### config.mk
export PLATFORM = sky130hd
export DESIGN_NAME = smu_regex
export DESIGN_NICKNAME = d
export VERILOG_FILES = /design/src/rtl/vd_pkg.sv /design/src/rtl/pm_argmin8.sv /design/src/rtl/smu_regex.sv
export SDC_FILE = /design/constraint.sdc
export NUM_CORES = 1
export LEC_CHECK = 0
export CAP_MARGIN = 20
export CORE_MARGIN = 5
export CORE_UTILIZATION = 40
export DETAILED_ROUTE_END_ITERATION = 8
export HOLD_SLACK_MARGIN = 0.08
export PLACE_DENSITY_LB_ADDON = 0.2
export SKIP_CTS_REPAIR_TIMING = 1
export SLEW_MARGIN = 10
export SYNTH_ARGS = -nofsm -noshare
export SYNTH_HDL_FRONTEND = slang
export SYNTH_SLANG_ARGS = --single-unit
### constraint.sdc
create_clock -name clk -period 2.18 [get_ports clk]
set_clock_uncertainty 0.05 [all_clocks]
set_input_delay 0.436 -clock clk [delete_from_list [all_inputs] [get_ports clk]]
set_output_delay 0.436 -clock clk [all_outputs]
set_load 0.05 [all_outputs]
### src/rtl/vd_pkg.sv
// Shared trellis definitions for the 8-state survivor-memory decoder family.
// Holds state geometry, the default metric width and the trellis helper functions.
package vd_pkg;

    localparam int NUM_STATES = 8;
    localparam int STATE_W    = 3;
    localparam int PM_W_DEF   = 3;

    // Predecessor of ns along the branch chosen by its survivor decision bit.
    function automatic logic [STATE_W-1:0] pred_state(input logic [STATE_W-1:0] ns,
                                                      input logic d);
        return {ns[1:0], d};
    endfunction

    function automatic logic in_bit(input logic [STATE_W-1:0] ns);
        return ns[2];
    endfunction

endpackage

### src/rtl/pm_argmin8.sv
// Combinational argmin over eight unsigned path metrics; ties resolve to the lowest index.
// Kept standalone so a traceback decoder can share it.
module pm_argmin8
    import vd_pkg::*;
#(
    parameter int PM_W = PM_W_DEF
) (
    input  logic [PM_W-1:0]    pm0,
    input  logic [PM_W-1:0]    pm1,
    input  logic [PM_W-1:0]    pm2,
    input  logic [PM_W-1:0]    pm3,
    input  logic [PM_W-1:0]    pm4,
    input  logic [PM_W-1:0]    pm5,
    input  logic [PM_W-1:0]    pm6,
    input  logic [PM_W-1:0]    pm7,
    output logic [STATE_W-1:0] idx
);

    logic [PM_W-1:0] pm [NUM_STATES];
    logic [PM_W-1:0] best;

    assign pm[0] = pm0;
    assign pm[1] = pm1;
    assign pm[2] = pm2;
    assign pm[3] = pm3;
    assign pm[4] = pm4;
    assign pm[5] = pm5;
    assign pm[6] = pm6;
    assign pm[7] = pm7;

    // Strict less-than keeps the earlier index on equal metrics.
    always_comb begin
        idx  = '0;
        best = pm[0];
        for (int s = 1; s < NUM_STATES; s++) begin
            if (pm[s] < best) begin
                best = pm[s];
                idx  = STATE_W'(s);
            end
        end
    end

endmodule

### src/rtl/smu_regex.sv
// Register-exchange survivor memory for an 8-state Viterbi decoder.
// Each state carries its full survivor in flops; the oldest bit of the best state is emitted.
module smu_regex
    import vd_pkg::*;
#(
    parameter int TB_DEPTH = 16,
    parameter int PM_W     = PM_W_DEF
) (
    input  logic               clk,
    input  logic               rst,
    input  logic               clr,
    input  logic               in_valid,
    input  logic [7:0]         dec,
    input  logic [PM_W-1:0]    pm0,
    input  logic [PM_W-1:0]    pm1,
    input  logic [PM_W-1:0]    pm2,
    input  logic [PM_W-1:0]    pm3,
    input  logic [PM_W-1:0]    pm4,
    input  logic [PM_W-1:0]    pm5,
    input  logic [PM_W-1:0]    pm6,
    input  logic [PM_W-1:0]    pm7,
    output logic               out_valid,
    output logic               out_bit,
    output logic [STATE_W-1:0] best_state
);

    localparam int CNT_W = $clog2(TB_DEPTH + 1);

    logic [TB_DEPTH-1:0] path     [NUM_STATES];
    logic [TB_DEPTH-1:0] path_nxt [NUM_STATES];
    logic [CNT_W-1:0]    fill;
    logic [CNT_W-1:0]    fill_nxt;
    logic [STATE_W-1:0]  best_nxt;

    pm_argmin8 #(.PM_W(PM_W)) u_argmin (
        .pm0 (pm0),
        .pm1 (pm1),
        .pm2 (pm2),
        .pm3 (pm3),
        .pm4 (pm4),
        .pm5 (pm5),
        .pm6 (pm6),
        .pm7 (pm7),
        .idx (best_nxt)
    );

    // All survivors are rebuilt from pre-update values, so the exchange is simultaneous.
    always_comb begin
        for (int ns = 0; ns < NUM_STATES; ns++) begin
            path_nxt[ns] = {path[pred_state(STATE_W'(ns), dec[ns])][TB_DEPTH-2:0],
                            in_bit(STATE_W'(ns))};
        end
        fill_nxt = (fill == CNT_W'(TB_DEPTH)) ? fill : fill + 1'b1;
    end

    always_ff @(posedge clk or negedge rst) begin
        if (!rst) begin
            for (int s = 0; s < NUM_STATES; s++) path[s] <= '0;
            fill       <= '0;
            best_state <= '0;
            out_valid  <= 1'b0;
            out_bit    <= 1'b0;
        end else if (clr) begin
            for (int s = 0; s < NUM_STATES; s++) path[s] <= '0;
            fill       <= '0;
            best_state <= '0;
            out_valid  <= 1'b0;
            out_bit    <= 1'b0;
        end else if (in_valid) begin
            for (int s = 0; s < NUM_STATES; s++) path[s] <= path_nxt[s];
            fill       <= fill_nxt;
            best_state <= best_nxt;
            out_valid  <= (fill_nxt == CNT_W'(TB_DEPTH));
            out_bit    <= (fill_nxt == CNT_W'(TB_DEPTH)) ? path_nxt[best_nxt][TB_DEPTH-1] : 1'b0;
        end else begin
            out_valid  <= 1'b0;
            out_bit    <= 1'b0;
        end
    end

endmodule

==> impl_metrics.env <==
export IMPL_status="finished, violations left"
export IMPL_violations="setup timing"
export IMPL_antenna_found_initial=0
export IMPL_reg2regPathDepth=7
export IMPL_ys_flop_type="dfrtp_1"
export IMPL_fmax_mhz=135
export IMPL_num_rows=46
export IMPL_synthCells=638
export IMPL_die_area_sq_um=18600
export IMPL_globalplace_congestion=0.762
export IMPL_cts_tree="built"
export IMPL_critPathBufInv=8
export IMPL_worst_path_max_delay_cell="a2111oi_4"
export IMPL_finalHoldViolations=0
export IMPL_fin_cells=939
export IMPL_min_path_cells=2
export IMPL_drive_above_1_share_pct=22.0
export IMPL_fin_nets=777
export IMPL_crit_type="primary input to register"
export IMPL_power_leakage_nw=3.67
export IMPL_cp_max_fo=3
export IMPL_vias_per_cell=5.31
export IMPL_ys_async_sr_fraction_pct=100
export IMPL_io_buffers=40
export IMPL_grt_remaining_overflow=0
export IMPL_crit_family="compound AO/OA/AOI/OAI gates"
export IMPL_post_place_cells=911
export IMPL_fin_util_pct=51.8
export IMPL_holdPathEnd="path[0]"
export IMPL_coreArea_sq_um=15800
export IMPL_syn_num_nets=696
export IMPL_syn_avg_cell_area_sq_um=10.0
export IMPL_syn2layout_area_growth_pct=27.8
export IMPL_ios=41
export IMPL_synth_cell_types=53
export IMPL_pre_cts_slack_ns=-6.17
export IMPL_p_per_area_nw_per_um2=656
export IMPL_multiInputGateArea_sq_um=3580
export IMPL_rsz0062_at_grt="yes"
export IMPL_max_cap_viol_count=0
export IMPL_synth_edff_count=0
export IMPL_critPathCaptureType="register"
export IMPL_track_usage_pct=16.9
export IMPL_clk_latency_ns=0.35
export IMPL_min_period_ns=7.42
export IMPL_cp_slowest_stage_delay_ns=0.38
export IMPL_hp_class="register to register"
export IMPL_synth_most_common_cell="nor2_1"
export IMPL_worst_ep_required_time_ns=2.36
export IMPL_r2r_end="out_bit"
export IMPL_dr_pass1_iters=4
export IMPL_grt_pass1_wl_um=24800
export IMPL_setup_viol=4
export IMPL_seq_area_sq_um=2800
export IMPL_n_antenna_cell=0
export IMPL_crit_path_start_kind="primary input"
export IMPL_reg2reg_from="fill[0]"
export IMPL_grt_pass1_vias=5009
export IMPL_cts_htree_levels=3
export IMPL_p_sw_share_pct=28.1
export IMPL_dp_hpwl_um=10500
export IMPL_hp_start="path[0]"
export IMPL_synth_top_area_share_pct=43.9
export IMPL_finalCritPeriodShare_pct=340
export IMPL_ir_drop_uv=326
export IMPL_ys_ff_latch=112
export IMPL_wl_per_cell_um=16.5
export IMPL_ys_warn_count=0
export IMPL_via_count=4983
export IMPL_synth_area_leaders="dfrtp_1 44%, mux2i_1 16%, a211oi_1 11%, nor2_1 6.8%, ha_1 4.3%"
export IMPL_power_mw=5.36
export IMPL_dieHeight_um=136
export IMPL_relSlewSlack_pct=48.2
export IMPL_cts_buffers=9
export IMPL_p_clk_share_pct=32.0
export IMPL_whs_ns=0.448
export IMPL_r2r_slack_ns=0.10
export IMPL_wirelength_um=15500
export IMPL_worstMarginPinSlew_ns=0.772
export IMPL_grt_max_degree=129
export IMPL_cts_buffer_depth=2
export IMPL_synth_commonest_cells="115 x nor2_1, 112 x dfrtp_1, 102 x mux2i_1, 97 x a211oi_1, 44 x clkbuf_1"
export IMPL_synth_area_leader_cell="dfrtp_1"
export IMPL_drtIter0Drc=281
export IMPL_setup_slack_ns=-5.24
export IMPL_seqPwrFrac_pct=42.8
export IMPL_antenna_left=0
export IMPL_clkSinkCount=112
export IMPL_p_switching_mw=1.50
export IMPL_drc_errors=0
export IMPL_yosysSeqAreaShare_pct=43.9
export IMPL_internal_power_mw=3.85
export IMPL_comb_power_share_pct=25.2
export IMPL_clk_pin_slew_worst_paths_ns=0.07
export IMPL_cts_root_buf="clkbuf_16"
export IMPL_die_w_um=136
export IMPL_fillers=1414
export IMPL_finalMaxSlewViolations=0
export IMPL_syn_area_sq_um=6390
export IMPL_critPathArrivalTime_ns=7.60
export IMPL_crit_top_cell="ha_4"
export IMPL_initial_core_util_pct=40.5
export IMPL_startpoint="pm0[1]"
## power groups by stage
| stage | clock [mW] | sequential, mW | combinational, mW |
|---|---|---|---|
| after CTS | 1.76 | 2.29 | 1.21 |
| after global routing | 1.83 | 2.31 | 1.47 |
| final | 1.72 | 2.29 | 1.35 |
| after detailed placement | 0 | 2.33 | 1.21 |
| after floorplan | 0 | 2.32 | 0.731 |
| after global placement | 0 | 2.33 | 1.18 |
## worst min-delay path, stage by stage, from the launching register on
cell	delay (ns)
dfrtp_1	0.35
nor2_1	0.05
nor2_1	0.07
## state kept, by name (all words and copies together), names as in the netlist
register and cells:
path 102, fill 5, best_state 3, out_bit 1, out_valid 1
## worst max-delay path by stage
| stage | to | cells past startpoint |
|---|---|---|
| 2_1_floorplan | out_bit | 42 |
| 3_3_place_gp | out_bit | 44 |
| 3_5_place_dp | out_bit | 44 |
| 4_1_cts | out_bit | 44 |
| 5_1_grt | out_bit | 44 |
| 6_report | out_bit | 44 |
## cell type report
| class | instances | area share [%] |
|---|---|---|
| multi-input combinational | 452 | 43.9 |
| timing repair buffer | 123 | 13.6 |
| tap | 216 | 3.31 |
| clock inverter | 2 | 0.460 |
| clock buffer | 13 | 3.31 |
| inverter | 21 | 1.06 |
| sequential | 112 | 34.3 |
## cell usage in the layout, fill, tap and decap left out, types with 7 or more instances in the layout
cell and count:
nand3_1 8, a211oi_1 95, clkdlybuf4s50_1 30, ha_1 14, mux2i_1 101, dfrtp_1 112, clkbuf_16 9, a21oi_1 14
nor2_1 111, buf_4 77, inv_1 15, nand2_1 9, nand2b_1 13, buf_12 7
## kinds of logic after synthesis
logic type | share of synthesized area (%)
simple gates | 11.5
compound gates | 18.6
flops | 43.9
mux | 16.5
buf+inv | 4.58
fa+ha+maj | 4.31
xor+xnor | 0.686
## routing by layer
metal | routed length, um | global-route usage, % | vias up
li1 | - | - | 2465
met2 | 7770 | 29.6 | 83
met4 | 340 | 6.33 | 0
met5 | 0 | 0 | -
met1 | 6850 | 20.8 | 2413
met3 | 543 | 2.96 | 22
## stage by stage
step,setup TNS [ns],cell area (sq um)
detailed placement,-24.13,7600
CTS,-22.76,7910
floorplan,-20.55,6540
global route,-21.62,8160
finish,-20.27,8160
global placement,-23.04,7600
Power figures use the tool's default switching activity.
